==> src/rtl/sequencia_jogo_n.sv <==
// Sequence-memory game: plays a growing sequence on the LEDs, then checks the player's presses against it.
// Optional per-move timeout is built only when SEQUENCIA_TIMEOUT_EN is defined.
module sequencia_jogo_n #(
   parameter int N_BOTOES  = 4,
   parameter int PROF      = 16,
   parameter int T_MOSTRA  = 5000,
   parameter int T_APAGA   = 1250,
   parameter int T_TIMEOUT = 15000,
   localparam int W        = $clog2(PROF)
) (
   input  logic                clock,
   input  logic                reset,
   input  logic                iniciar,
   input  logic [N_BOTOES-1:0] botoes,
   input  logic                escreve,
   input  logic [W-1:0]        end_escrita,
   input  logic [N_BOTOES-1:0] dado_escrita,
   output logic [N_BOTOES-1:0] leds,
   output logic                pronto,
   output logic                acertou,
   output logic                errou,
   output logic                timeout,
   output logic [W-1:0]        rodada,
   output logic [3:0]          db_estado
);

   localparam int T_MAX_A = (T_MOSTRA > T_APAGA) ? T_MOSTRA : T_APAGA;
   localparam int T_MAX   = (T_TIMEOUT > T_MAX_A) ? T_TIMEOUT : T_MAX_A;
   localparam int TW      = $clog2(T_MAX + 1);

   typedef enum logic [3:0] {
      IDLE           = 4'd0,
      MOSTRA_ACESO   = 4'd1,
      MOSTRA_APAGADO = 4'd2,
      ESPERA         = 4'd3,
      COMPARA        = 4'd4,
      FIM_ACERTO     = 4'd5,
      FIM_ERRO       = 4'd6,
      FIM_TIMEOUT    = 4'd7
   } estado_t;

   estado_t             state_q, state_d;
   logic [W-1:0]        rodada_q, rodada_d;
   logic [W-1:0]        end_q, end_d;
   logic [TW-1:0]       timer_q, timer_d;
   logic [N_BOTOES-1:0] press_q, press_d;
   logic [N_BOTOES-1:0] rd_q, rd_d;
   logic                prev_q, prev_d;
   logic                pronto_q, pronto_d;
   logic                acertou_q, acertou_d;
   logic                errou_q, errou_d;
`ifdef SEQUENCIA_TIMEOUT_EN
   logic                timeout_q, timeout_d;
`endif
   logic [N_BOTOES-1:0] mem [PROF];
   logic                mem_we;
   logic                any_botao;
   logic                move;

   // The read register always holds mem[end_q]: it is loaded with the next address every cycle.
   assign mem_we = escreve && (state_q == IDLE) && !reset;
   assign rd_d   = (mem_we && (end_escrita == end_d)) ? dado_escrita : mem[end_d];

   always_ff @(posedge clock) begin
      if (mem_we) mem[end_escrita] <= dado_escrita;
      rd_q <= rd_d;
   end

   always_comb begin
      any_botao = |botoes;
      move      = any_botao && !prev_q;
      state_d   = state_q;
      rodada_d  = rodada_q;
      end_d     = end_q;
      timer_d   = timer_q;
      press_d   = press_q;
      case (state_q)
         IDLE, FIM_ACERTO, FIM_ERRO, FIM_TIMEOUT: begin
            if (iniciar) begin
               state_d  = MOSTRA_ACESO;
               rodada_d = '0;
               end_d    = '0;
               timer_d  = '0;
            end
         end
         MOSTRA_ACESO: begin
            if (timer_q == TW'(T_MOSTRA - 1)) begin
               timer_d = '0;
               state_d = MOSTRA_APAGADO;
            end else begin
               timer_d = timer_q + 1'b1;
            end
         end
         MOSTRA_APAGADO: begin
            if (timer_q == TW'(T_APAGA - 1)) begin
               timer_d = '0;
               if (end_q == rodada_q) begin
                  end_d   = '0;
                  state_d = ESPERA;
               end else begin
                  end_d   = end_q + 1'b1;
                  state_d = MOSTRA_ACESO;
               end
            end else begin
               timer_d = timer_q + 1'b1;
            end
         end
         // A move in the last allowed cycle takes priority over the timeout.
         ESPERA: begin
            if (move) begin
               press_d = botoes;
               timer_d = '0;
               state_d = COMPARA;
            end
`ifdef SEQUENCIA_TIMEOUT_EN
            else if (timer_q == TW'(T_TIMEOUT - 1)) begin
               state_d = FIM_TIMEOUT;
            end else begin
               timer_d = timer_q + 1'b1;
            end
`endif
         end
         COMPARA: begin
            timer_d = '0;
            if (press_q != rd_q) begin
               state_d = FIM_ERRO;
            end else if (end_q != rodada_q) begin
               end_d   = end_q + 1'b1;
               state_d = ESPERA;
            end else if (rodada_q == W'(PROF - 1)) begin
               state_d = FIM_ACERTO;
            end else begin
               rodada_d = rodada_q + 1'b1;
               end_d    = '0;
               state_d  = MOSTRA_ACESO;
            end
         end
         default: state_d = IDLE;
      endcase
      // Priming on ESPERA entry keeps a button held from before from counting as a move.
      prev_d    = ((state_d == ESPERA) && (state_q != ESPERA)) ? 1'b1 : any_botao;
      pronto_d  = (state_d == FIM_ACERTO) || (state_d == FIM_ERRO) || (state_d == FIM_TIMEOUT);
      acertou_d = (state_d == FIM_ACERTO);
      errou_d   = (state_d == FIM_ERRO);
`ifdef SEQUENCIA_TIMEOUT_EN
      timeout_d = (state_d == FIM_TIMEOUT);
`endif
   end

   always_ff @(posedge clock) begin
      if (reset) begin
         state_q   <= IDLE;
         rodada_q  <= '0;
         end_q     <= '0;
         timer_q   <= '0;
         press_q   <= '0;
         prev_q    <= 1'b1;
         pronto_q  <= 1'b0;
         acertou_q <= 1'b0;
         errou_q   <= 1'b0;
`ifdef SEQUENCIA_TIMEOUT_EN
         timeout_q <= 1'b0;
`endif
      end else begin
         state_q   <= state_d;
         rodada_q  <= rodada_d;
         end_q     <= end_d;
         timer_q   <= timer_d;
         press_q   <= press_d;
         prev_q    <= prev_d;
         pronto_q  <= pronto_d;
         acertou_q <= acertou_d;
         errou_q   <= errou_d;
`ifdef SEQUENCIA_TIMEOUT_EN
         timeout_q <= timeout_d;
`endif
      end
   end

   always_comb begin
      leds = '0;
      if (state_q == MOSTRA_ACESO) leds = rd_q;
      else if (state_q == ESPERA) leds = botoes;
   end

   assign pronto    = pronto_q;
   assign acertou   = acertou_q;
   assign errou     = errou_q;
`ifdef SEQUENCIA_TIMEOUT_EN
   assign timeout   = timeout_q;
`else
   assign timeout   = 1'b0;
`endif
   assign rodada    = rodada_q;
   assign db_estado = state_q;

endmodule
==> config.mk <==
export PLATFORM = sky130hd
export DESIGN_NAME = sequencia_jogo_n
export DESIGN_NICKNAME = d
export VERILOG_FILES = /design/src/rtl/sequencia_jogo_n.sv
export SDC_FILE = /design/constraint.sdc
export NUM_CORES = 1
export LEC_CHECK = 0
export BUFFER_PORTS_ARGS = -buffer_cell sky130_fd_sc_hd__clkbuf_2
export CORE_UTILIZATION = 40
export DETAILED_ROUTE_END_ITERATION = 7
export SLEW_MARGIN = 20
export SYNTH_ARGS = -nofsm -noshare
export SYNTH_HDL_FRONTEND = slang
export SYNTH_SLANG_ARGS = --single-unit
==> constraint.sdc <==
create_clock -name clock -period 2.53 [get_ports clock]
set_input_delay 0.1265 -clock clock [delete_from_list [all_inputs] [get_ports clock]]
set_output_delay 0.1265 -clock clock [all_outputs]
set_load 0.01 [all_outputs]
==> results.txt, run 1 <==
----------------------------------------------------
[CTS]
  Clk Latency, worst-skew pair ... 0.35 ns
  Clock Sink Count ... 102
  Maximum buffer depth of the clock tree ... 2
  Clk slew on worst S/H paths ... 0.07 ns
  Buffer cell driving the clock tree root ... sky130_fd_sc_hd__clkbuf_16
  # hold bufs at CTS ... 0
  H-Tree Level Count ... 3
  Number of buffers added by the clock tree synthesis step ... 9
  CTS tree ... done

[Routing]
  Drc violations ... 4
  Detail-routed via count per cell ... 5.30
  Routed wire per std cell ... 16.6 um
  Iteration-0 DRC Markers ... 195
  Number of iterations in the first detailed-routing pass ... 6
  Routed via count ... 3173
  Final wirelength ... 9970 um
  Final ANT Viol Nets ... 0

[STA]
  Fin worst setup slack ... -0.156 ns
  Crit share post-route ... 106%
  Min Clock Period, post-route ... 2.69 ns
  Clock Skew ... 0.0111 ns
  Fmax achieved ... 372 MHz
  Final Slew Violations ... 0
  Number of hold violations in the final report ... 0
  Setup repair after global routing missed its margin ... true
  Number of failing setup endpoints in the final timing report ... 15

[Setup path]
  Standard cell with the maximum stage delay on the critical path ... sky130_fd_sc_hd__mux4_2
  Data arrival time at the worst-slack endpoint ... 2.92 ns
  Worst setup path category ... reg2reg
  Crit-path max FO ... 6
  Max stage delay on crit path ... 0.49 ns
  Data required time of the critical path ... 2.76 ns
  Type of destination of the critical path ... flip-flop
  Critical Path, Cell by Cell ... buf_12 -> buf_12 -> mux4_2 -> mux2i_2 -> mux2i_2 -> xnor2_2 -> nand4_4 -> buf_6 -> o41ai_4 -> buf_4 -> nand4_1 -> mux2i_1
  CP startpoint kind ... flip-flop

[Pwr]
  Power density over the cells ... 576 nW/um^2
  Leakage ... 2.05 nW
  Total Power Consumption ... 3.30 mW
  Worst vdd ir ... 0.000430 V

[Cells and area]
  Syn-to-layout area delta ... 19.5%
  Ratio of cells with drive above 1 in the final layout ... 27.6%
  Fillcell total ... 1034
  Commonest non-fill, non-tap cells in the layout ... sky130_fd_sc_hd__edfxtp_1 (64), sky130_fd_sc_hd__nor2_1 (54), sky130_fd_sc_hd__dfxtp_1 (36)
  Most common library cell in the layout ignoring fill and taps ... sky130_fd_sc_hd__edfxtp_1
  ANT cells ... 0
  Post-route design area ... 5720 um^2
  Total number of nets in the final design ... 471

[Logic synthesis]
  Synthesized-area fraction occupied by adder cells ... 1.04%
  Area contributors post-synth ... sky130_fd_sc_hd__edfxtp_1 (40%), sky130_fd_sc_hd__dfxtp_1 (16%), sky130_fd_sc_hd__mux4_1 (4.9%)
  Post-synth top flop ... sky130_fd_sc_hd__edfxtp_1
  XOR/XNOR Fraction of Synth Area ... 4.13%
  Share of Yosys cell area claimed by the top area cell type ... 40.1%
  Synthesized cell area ... 4790 um^2
  Count of unique library cells instantiated by Yosys ... 61
  EDFF count, synth ... 64
  Post-synthesis cell count ... 385
  Async set or reset register ratio after synthesis ... 0%
  Main combinational cell family by area after synthesis ... simple AND/OR/NAND/NOR gates
  Sequential cell area fraction in the yosys report ... 56.0%
  Simple-gate portion of the synthesized area ... 16.8%
  Largest area contributor in the netlist ... sky130_fd_sc_hd__edfxtp_1
  Flip-flop and latch count after synthesis ... 102
  Average instance area after synthesis ... 12.4 um^2
  Compound-gate portion of the synthesized area ... 7.36%
  Yosys warning count ... 0
  Fraction of synthesized area in multiplexers ... 11.9%

[Placed design]
  Cell area reported after detailed placement ... 5290 um^2
  Detailed Place HPWL ... 6900 um
  Worst setup slack after placement ... -0.316 ns
  Count of buffers inserted at the top-level ports ... 30
  Routability Congestion ... 0.835

[Status]
  Violations in the final reports ... design-rule violations, negative setup slack
  Result of the run ... complete, but fails checks

[Floorplanning]
  Placement row count ... 39
  Die outline area ... 12400 um^2
  Die extent in x ... 111 um
  Vert. Die Dim ... 111 um
  Starting density of the core ... 41.4%
  Top Ports ... 32
  Floorplan core area ... 11600 um^2

[GRT]
  Maximum number of pins on one net before global-route repair ... 22
  Number of global-route vias before repair ... 3056
  Initial antenna violation count ... 0
  First-pass GRT wire length ... 16300 um
  Remaining global-route overflow ... 0
  Global-route total usage across every layer ... 17.1%

[Job]
  Max-cap violations ... 0

[Min path]
  Worst hold-check path type ... in2reg

----------------------------------------------------
-- worst max-delay path, delay by kind of cell (launching register included) --
kind,cells,cell delay [ns]
mux,4,0.93
xor+xnor,1,0.20
compound gates,1,0.19
simple gates,2,0.29
flops,1,0.38
buf+inv,4,0.58
-- power by group --
group	internal, mW	leakage (nW)	switching (mW)
sequential	1.77	0.884	0.00957
clock	0.776	0.146	0.610
combinational	0.0476	1.02	0.0819
-- metal layers --
metal / vias up / GRT usage, % / part of all wire, %
met5: - / 0 / 0
met2: 72 / 27.0 / 46
li1: 1557 / - / -
met4: 0 / 3.78 / 0.75
met1: 1538 / 23.6 / 49
met3: 6 / 4.63 / 4.2
-- stage by stage --
step	utilization, %	cells	hold WS (ns)	TNS [ns]
5_1_grt	49.5	599	0.0925	-3.75
4_1_cts	49.3	599	0.0677	-2.32
3_3_place_gp	45.8	574	0.431	-3.25
2_1_floorplan	-	386	0.225	0
6_report	49.5	599	0.0803	-1.31
3_5_place_dp	45.8	574	0.422	-3.61
-- logic make-up (layout without fill, tap and decap cells) --
family,Yosys count,after routing
mux,36,36
compound gates,47,47
simple gates,151,151
flops,102,102
other cells,1,2
buf+inv,24,94
xor+xnor,20,20
fa+ha+maj,4,4
-- repair_timing --
action / in CTS / in global routing
pin swaps: 12 / 10
gates cloned: 1 / 0
buffers inserted: 8 / 3
resized for setup: 16 / 12
setup endpoints to repair: 19 / 34
-- worst paths after layout --
check	from	endpoint	slack (ns)	cells past startpoint
setup / recovery	flip-flop	rodada[3]$_SDFFE_PP0P_	-0.16	12
hold / removal	botoes[3]	press_q[3]$_SDFFE_PP0P_	0.08	3
setup reg to reg	flip-flop	rodada[3]$_SDFFE_PP0P_	-0.16	12
hold reg to reg	timer_q[13]$_SDFFE_PP0P_	timer_q[13]$_SDFFE_PP0P_	0.49	2
-- synth_stat cells, types with 2 or more instances --
master                     number
sky130_fd_sc_hd__edfxtp_1      64
sky130_fd_sc_hd__nor2_1        54
sky130_fd_sc_hd__dfxtp_1       38
sky130_fd_sc_hd__nand2_1       21
sky130_fd_sc_hd__mux2i_1       20
sky130_fd_sc_hd__nor3_1        12
sky130_fd_sc_hd__o21ai_0       12
sky130_fd_sc_hd__a21oi_1       10
sky130_fd_sc_hd__nand3_1       10
sky130_fd_sc_hd__xor2_1        10
sky130_fd_sc_hd__inv_1          9
sky130_fd_sc_hd__mux4_1         9
sky130_fd_sc_hd__clkbuf_1       7
sky130_fd_sc_hd__nand2b_1       7
sky130_fd_sc_hd__xnor2_1        7
sky130_fd_sc_hd__mux4_2         5
sky130_fd_sc_hd__nand4_1        5
sky130_fd_sc_hd__nor2b_1        5
sky130_fd_sc_hd__a22o_1         4
sky130_fd_sc_hd__and2_1         4
sky130_fd_sc_hd__ha_1           4
sky130_fd_sc_hd__nand4b_1       4
sky130_fd_sc_hd__nor3b_1        4
sky130_fd_sc_hd__or2_2          4
sky130_fd_sc_hd__or3_1          4
sky130_fd_sc_hd__a21o_1         3
sky130_fd_sc_hd__buf_6          3
sky130_fd_sc_hd__o22ai_1        3
sky130_fd_sc_hd__xnor2_2        3
sky130_fd_sc_hd__and3_1         2
sky130_fd_sc_hd__buf_2          2
sky130_fd_sc_hd__buf_4          2
sky130_fd_sc_hd__mux2_2         2
sky130_fd_sc_hd__nor3_2         2
sky130_fd_sc_hd__nor4_1         2
sky130_fd_sc_hd__nor4bb_1       2
sky130_fd_sc_hd__o211ai_1       2
-- registers in the layout (all words and copies together) (netlist names), named ones only --
name,count
acertou,1
db_estado,4
end_q,4
errou,1
mem,64
press_q,4
prev_q,1
pronto,1
rodada,4
timer_q,14
-- cell type report --
cell class	count	area, um^2	area share, %
clock buffers	10	229	4.00
clock inverters	6	71.3	1.25
inverters	9	33.8	0.590
multi-input cells	260	2010	35.2
flip-flops and latches	102	2690	47.0
well taps	143	179	3.13
repair buffers	69	507	8.85
(Power assumes the default switching activity.)
==> run 2, diff against run 1 <==
--- a/config.mk
+++ b/config.mk
@@ -8,6 +8,7 @@
 export BUFFER_PORTS_ARGS = -buffer_cell sky130_fd_sc_hd__clkbuf_2
 export CORE_UTILIZATION = 40
 export DETAILED_ROUTE_END_ITERATION = 7
+export HOLD_SLACK_MARGIN = 0.05
 export SLEW_MARGIN = 20
 export SYNTH_ARGS = -nofsm -noshare
 export SYNTH_HDL_FRONTEND = slang
==> constraint.sdc (replaced) <==
create_clock -name clock -period 2.7 [get_ports clock]
set_input_delay 0.135 -clock clock [delete_from_list [all_inputs] [get_ports clock]]
set_output_delay 0.135 -clock clock [all_outputs]
set_load 0.1 [all_outputs]
==> run 2 against run 1 <==
Against the previous run: the run ends with design-rule violations left; sequential share of layout area up 0.29 points; cell area shrank 0.48%; fmax grew 0.38%; hold slack improved by 0.022 ns; combinational power increased by 15%; power is 6.0% lower; global-route usage decreased by 0.95 points; critical path depth fell by 3; setup slack better by 0.18 ns; sequential cell count is the same; count of clock-buffer cells in the layout stayed put; register-to-register slack better by 0.18 ns.
==> results.txt, run 2 (synthesis gave the netlist of run 1 again) <==
----------------------------------------------------
[Setup path]
  Data required time of the critical path ... 2.96 ns
  Worst Reg-to-Reg Cells ... 9
  Data arrival time at the worst-slack endpoint ... 2.94 ns
  Crit-path max FO ... 6
  CP startpoint kind ... flip-flop
  Type of destination of the critical path ... flip-flop
  Max stage delay on crit path ... 0.54 ns
  Standard cell with the maximum stage delay on the critical path ... sky130_fd_sc_hd__mux4_1
  Reg-to-reg endpoint ... acertou$_SDFF_PP0_
  Worst setup path category ... reg2reg
  Worst R2R Setup Slack ... 0.02 ns
  Critical Path, Cell by Cell ... clkbuf_16 -> mux4_1 -> mux2i_1 -> mux2i_2 -> xnor2_2 -> nand4_4 -> o32a_1 -> a211oi_4 -> nor3b_2

[Cells and area]
  Area of the multi-input gates ... 2060 um^2
  Max reg flops ... 64
  Most flops, register ... mem
  Post-route design area ... 5700 um^2
  ANT cells ... 0
  Most common library cell in the layout ignoring fill and taps ... sky130_fd_sc_hd__edfxtp_1
  Largest registers in the final layout ... mem: 64 flops, timer_q: 14 flops
  Ratio of cells with drive above 1 in the final layout ... 26.5%
  Share of the core filled with cells ... 49.3%
  Fillcell total ... 1022
  Commonest non-fill, non-tap cells in the layout ... sky130_fd_sc_hd__edfxtp_1 (64), sky130_fd_sc_hd__nor2_1 (53), sky130_fd_sc_hd__dfxtp_1 (33)
  Syn-to-layout area delta ... 18.9%
  Total number of nets in the final design ... 457
  Footprint of the flip-flops and latches ... 2690 um^2

[CTS]
  Buffer cell driving the clock tree root ... sky130_fd_sc_hd__clkbuf_16
  Clk slew on worst S/H paths ... 0.07 ns
  Maximum buffer depth of the clock tree ... 2
  Number of buffers added by the clock tree synthesis step ... 9
  # hold bufs at CTS ... 0
  H-Tree Level Count ... 3
  Clock Sink Count ... 102
  CTS tree ... done
  Clk Latency, worst-skew pair ... 0.34 ns

[Placed design]
  Routability Congestion ... 0.887
  Detailed Place HPWL ... 6830 um
  Count of buffers inserted at the top-level ports ... 30
  Cell area reported after detailed placement ... 5250 um^2
  Worst setup slack after placement ... -0.206 ns

[Routing]
  Final ANT Viol Nets ... 0
  Iteration-0 DRC Markers ... 199
  Number of iterations in the first detailed-routing pass ... 8
  Drc violations ... 6
  Routed via count ... 3120
  Routed wire per std cell ... 16.4 um
  Final wirelength ... 9590 um
  Detail-routed via count per cell ... 5.33

[GRT]
  Remaining global-route overflow ... 0
  Global-route total usage across every layer ... 16.2%
  Initial antenna violation count ... 0
  Maximum number of pins on one net before global-route repair ... 22
  Number of global-route vias before repair ... 3068
  First-pass GRT wire length ... 15500 um

[Pwr]
  Total Power Consumption ... 3.10 mW
  Power density over the cells ... 544 nW/um^2
  Leakage ... 1.99 nW
  Worst vdd ir ... 0.000312 V
  Fraction of power consumed by combinational cells ... 4.8%
  Clock share of power ... 41.4%
  Fraction of power consumed by sequential logic ... 53.8%
  P_sw ... 0.671 mW
  P_int ... 2.43 mW
  Net Sw Frac ... 21.7%

[Floorplanning]
  Die extent in x ... 111 um
  Starting density of the core ... 41.4%
  Placement row count ... 39
  Top Ports ... 32
  Vert. Die Dim ... 111 um
  Floorplan core area ... 11600 um^2
  Die outline area ... 12400 um^2

[STA]
  Relative slew slack ... 63.1%
  Worst-margin pin slew ... 0.549 ns
  Crit share post-route ... 99.1%
  Fmax achieved ... 374 MHz
  Clock Skew ... 0.0107 ns
  Final hold slack ... 0.102 ns
  Fin worst setup slack ... 0.0240 ns
  Final Slew Violations ... 0
  Setup repair after global routing missed its margin ... true
  Min Clock Period, post-route ... 2.68 ns
  Number of failing setup endpoints in the final timing report ... 0
  Number of hold violations in the final report ... 0

[Job]
  Max-cap violations ... 0

[Min path]
  Hold endpoint ... press_q[1]$_SDFFE_PP0P_
  Instance count along the most critical hold path ... 3
  Worst hold-check path type ... in2reg
  Hold Crit Start ... botoes[1]

[Status]
  Violations in the final reports ... design-rule violations
  Result of the run ... complete, but fails checks

----------------------------------------------------
run 2: cell count changes in the layout (fill, tap and decap cells not counted), sizes merged:
cell,change
buf,-14
clkinv,-1
inv,+1
run 2: metal layers:
layer	wire length, um	global-route usage (%)	vias up
met2	4560	26.3	78
met4	85	4.95	0
met1	4400	21.1	1503
met5	0	0	-
li1	-	-	1532
met3	551	4.35	7
run 2: cell type report:
| type | instances | area share, % |
|---|---|---|
| multi-input combinational | 260 | 36.2 |
| sequential | 102 | 47.3 |
| clock buffer | 10 | 4.02 |
| tap | 143 | 3.14 |
| clock inverter | 6 | 1.21 |
| timing repair buffer | 55 | 7.53 |
| inverter | 9 | 0.593 |
run 2: worst max path at each step:
stage,start,to,slack [ns],depth (start not counted)
finish,flip-flop,acertou$_SDFF_PP0_,0.02,9
global route,flip-flop,rodada[3]$_SDFFE_PP0P_,-0.11,11
CTS,flip-flop,acertou$_SDFF_PP0_,-0.06,9
detailed placement,flip-flop,acertou$_SDFF_PP0_,-0.21,8
global placement,flip-flop,rodada[3]$_SDFFE_PP0P_,-0.14,8
floorplan,flip-flop,rodada[3]$_SDFFE_PP0P_,0.17,9
run 2: power groups by stage:
stage / Clock, mW / Combinational, mW / Sequential [mW]
CTS: 1.32 / 0.148 / 1.67
global placement: 0 / 0.144 / 1.70
global route: 1.37 / 0.161 / 1.67
floorplan: 0 / 0.0735 / 1.72
detailed placement: 0 / 0.146 / 1.70
finish: 1.28 / 0.148 / 1.67
run 2: timing repair:
action / in CTS / in global routing
pin swaps: 7 / 8
resized for setup: 15 / 14
setup endpoints to repair: 19 / 18
buffers inserted: 5 / 1
hold endpoints to repair: 0 / 0
gates cloned: 0 / 1
run 2: critical path: cells and delay by family (launching register included):
kind,cells,cell delay (ns)
xor+xnor,1,0.20
flops,1,0.38
buf+inv,1,0.15
compound gates,2,0.62
simple gates,2,0.40
mux,3,0.85
run 2: through the flow:
stage          TNS (ns)  cells
4_1_cts          -0.105    583
5_1_grt          -0.404    585
3_3_place_gp      -1.17    562
3_5_place_dp      -1.75    562
2_1_floorplan         0    386
6_report              0    585
==> run 3, diff against run 2 <==
--- a/config.mk
+++ b/config.mk
@@ -5,10 +5,9 @@
 export SDC_FILE = /design/constraint.sdc
 export NUM_CORES = 1
 export LEC_CHECK = 0
-export BUFFER_PORTS_ARGS = -buffer_cell sky130_fd_sc_hd__clkbuf_2
+export BUFFER_PORTS_ARGS = -buffer_cell sky130_fd_sc_hd__buf_2
 export CORE_UTILIZATION = 40
 export DETAILED_ROUTE_END_ITERATION = 7
-export HOLD_SLACK_MARGIN = 0.05
 export SLEW_MARGIN = 20
 export SYNTH_ARGS = -nofsm -noshare
 export SYNTH_HDL_FRONTEND = slang
==> constraint.sdc (replaced) <==
create_clock -name clock -period 3 [get_ports clock]
set_input_delay 0.15 -clock clock [delete_from_list [all_inputs] [get_ports clock]]
set_output_delay 0.15 -clock clock [all_outputs]
set_load 0.1 [all_outputs]
==> run 3 against run 2 <==
Against the previous run: the run still ends with design-rule violations left; setup slack better by 0.15 ns; combinational power decreased by 15%; fmax down 5.2%; die area is the same; register-to-register slack better by 0.15 ns; cell area shrank 5.2%; sequential share of layout area grew 2.4 points; sequential cell count unchanged; clock skew decreased by 0.00078 ns; first-iteration DRC count decreased by 15%; via count fell by 1.8%; sequential power fell by 10%; largest cell class unchanged; largest power group unchanged; highest routed layer unchanged.
==> results.txt, run 3 (synthesis gave the netlist of run 1 again) <==
----------------------------------------------------
[Status]
  Result of the run ... complete, but fails checks
  Violations in the final reports ... design-rule violations

[CTS]
  Maximum buffer depth of the clock tree ... 2
  Clk Latency, worst-skew pair ... 0.34 ns
  CTS tree ... done
  Clk slew on worst S/H paths ... 0.07 ns
  Quantity of gates resized following cts ... 0
  Buffer cell driving the clock tree root ... sky130_fd_sc_hd__clkbuf_16
  Number of buffers added by the clock tree synthesis step ... 9
  # hold bufs at CTS ... 0
  H-Tree Level Count ... 3
  Setup fix buffers added after clock tree synthesis ... 0
  Clock Sink Count ... 102

[Cells and area]
  Final cell count without fillers ... 567
  Max reg flops ... 64
  ANT cells ... 0
  Most flops, register ... mem
  Ratio of cells with drive above 1 in the final layout ... 18.6%
  Most common library cell in the layout ignoring fill and taps ... sky130_fd_sc_hd__edfxtp_1
  Syn-to-layout area delta ... 12.7%
  Largest registers in the final layout ... mem: 64 flops, timer_q: 14 flops
  Footprint of the flip-flops and latches ... 2680 um^2
  Commonest non-fill, non-tap cells in the layout ... sky130_fd_sc_hd__edfxtp_1 (64), sky130_fd_sc_hd__nor2_1 (53), sky130_fd_sc_hd__dfxtp_1 (37)
  Fillcell total ... 1065
  Total number of nets in the final design ... 439
  Area of the multi-input gates ... 1990 um^2

[Setup path]
  Critical Path, Cell by Cell ... buf_12 -> mux4_1 -> mux2i_1 -> mux2i_1 -> xnor2_2 -> nand4_4 -> o32a_1 -> a211oi_4 -> nor3b_2
  End of the critical path ... acertou$_SDFF_PP0_
  Reg-to-reg endpoint ... acertou$_SDFF_PP0_
  Type of destination of the critical path ... flip-flop
  Max stage delay on crit path ... 0.57 ns
  Kind of cell adding the most delay to the critical path ... multiplexers
  Crit-path max FO ... 20
  Worst setup path category ... reg2reg
  Data required time of the critical path ... 3.27 ns
  Critical Path Stages ... 9
  Worst R2R Setup Slack ... 0.18 ns
  CP startpoint kind ... flip-flop
  Data arrival time at the worst-slack endpoint ... 3.09 ns
  Standard cell with the maximum stage delay on the critical path ... sky130_fd_sc_hd__mux4_1
  Buffers & Inverters on Critical Path ... 1
  Worst Reg-to-Reg Cells ... 9
  CP dominant cell by count ... sky130_fd_sc_hd__mux2i_1

[Pwr]
  Power density over the cells ... 508 nW/um^2
  Total Power Consumption ... 2.74 mW
  Worst vdd ir ... 0.000336 V
  Leakage ... 1.87 nW

[Routing]
  Detail-routed via count per cell ... 5.40
  Routed via count ... 3064
  Iteration-0 DRC Markers ... 169
  Routed wire per std cell ... 16.3 um
  Drc violations ... 4
  Final wirelength ... 9230 um
  Number of iterations in the first detailed-routing pass ... 8
  Final ANT Viol Nets ... 0

[Floorplanning]
  Placement row count ... 39
  Die outline area ... 12400 um^2
  Die extent in x ... 111 um
  Vert. Die Dim ... 111 um
  Starting density of the core ... 41.4%
  Floorplan core area ... 11600 um^2
  Top Ports ... 32

[Placed design]
  DP Cell Count ... 551
  Routability Congestion ... 0.825
  Detailed Place HPWL ... 6590 um
  Count of buffers inserted at the top-level ports ... 30

[Job]
  Max-cap violations ... 0

[STA]
  Setup repair after global routing missed its margin ... false
  Clock Skew ... 0.00994 ns
  Fmax achieved ... 354 MHz
  Final-layout setup total negative slack ... 0 ns
  Number of hold violations in the final report ... 0
  Crit share post-route ... 94.1%
  Final Slew Violations ... 0
  Worst-margin pin slew ... 0.695 ns
  Relative slew slack ... 53.3%
  Min Clock Period, post-route ... 2.82 ns
  Number of failing setup endpoints in the final timing report ... 0

[GRT]
  Global-route total usage across every layer ... 15.7%
  Maximum number of pins on one net before global-route repair ... 23
  Number of global-route vias before repair ... 2874
  Initial antenna violation count ... 0
  First-pass GRT wire length ... 15000 um
  Remaining global-route overflow ... 0

[Min path]
  Worst hold-check path type ... in2reg

----------------------------------------------------
==> run 3: changes by cell type in the layout (fill, tap and decap cells not counted), moves of 5 or more <==
cell,before,now
sky130_fd_sc_hd__buf_4,21,5
sky130_fd_sc_hd__buf_2,0,30
sky130_fd_sc_hd__mux2i_2,7,0
sky130_fd_sc_hd__mux4_1,4,9
sky130_fd_sc_hd__clkbuf_2,27,0
sky130_fd_sc_hd__mux4_2,10,5
sky130_fd_sc_hd__mux2i_1,13,20
==> run 3: worst min path at each step <==
stage                     slack, ns  depth (start not counted)       startpoint                      end
after floorplan                0.25                          0  dado_escrita[0]      mem[0][0]$_DFFE_PP_
after global routing           0.11                          3        botoes[3]  press_q[3]$_SDFFE_PP0P_
after CTS                      0.09                          3        botoes[3]  press_q[3]$_SDFFE_PP0P_
after detailed placement       0.45                          3        botoes[1]  press_q[1]$_SDFFE_PP0P_
final                          0.11                          3        botoes[3]  press_q[3]$_SDFFE_PP0P_
after global placement         0.45                          3        botoes[3]  press_q[3]$_SDFFE_PP0P_
==> run 3: power breakdown <==
group / internal, mW / total, mW / leakage [nW] / switching (mW)
logic: 0.0317 / 0.126 / 0.848 / 0.0941
clock network: 0.579 / 1.11 / 0.143 / 0.533
registers: 1.49 / 1.50 / 0.883 / 0.00768
==> run 3: cell type report <==
type | instances | share of cell area, %
inverter | 9 | 0.626
timing repair buffer | 37 | 4.22
sequential | 102 | 49.7
clock inverter | 7 | 1.11
multi-input combinational | 260 | 36.8
clock buffer | 9 | 4.17
tap | 143 | 3.31
==> run 3: worst min-delay path, cell delays in order <==
cell	delay, ns
sky130_fd_sc_hd__buf_2	0.12
sky130_fd_sc_hd__mux2i_1	0.08
sky130_fd_sc_hd__nor2_1	0.07
==> run 3: metal layers <==
layer	GRT usage, %	part of all wire [%]
met1	22.2	50
met2	23.4	44
met3	4.14	4.1
met4	5.05	1.7
met5	0	0
==> run 3: stage by stage <==
stage	instance area [um^2]	utilization, %	worst slack (ns)	hold slack, ns
after floorplan	4790	-	0.0144	0.249
after global placement	5110	44.2	0.163	0.451
after detailed placement	5110	44.2	0.153	0.450
after CTS	5390	46.6	0.108	0.0930
after global routing	5400	46.7	0.0145	0.114
final	5400	46.7	0.177	0.106
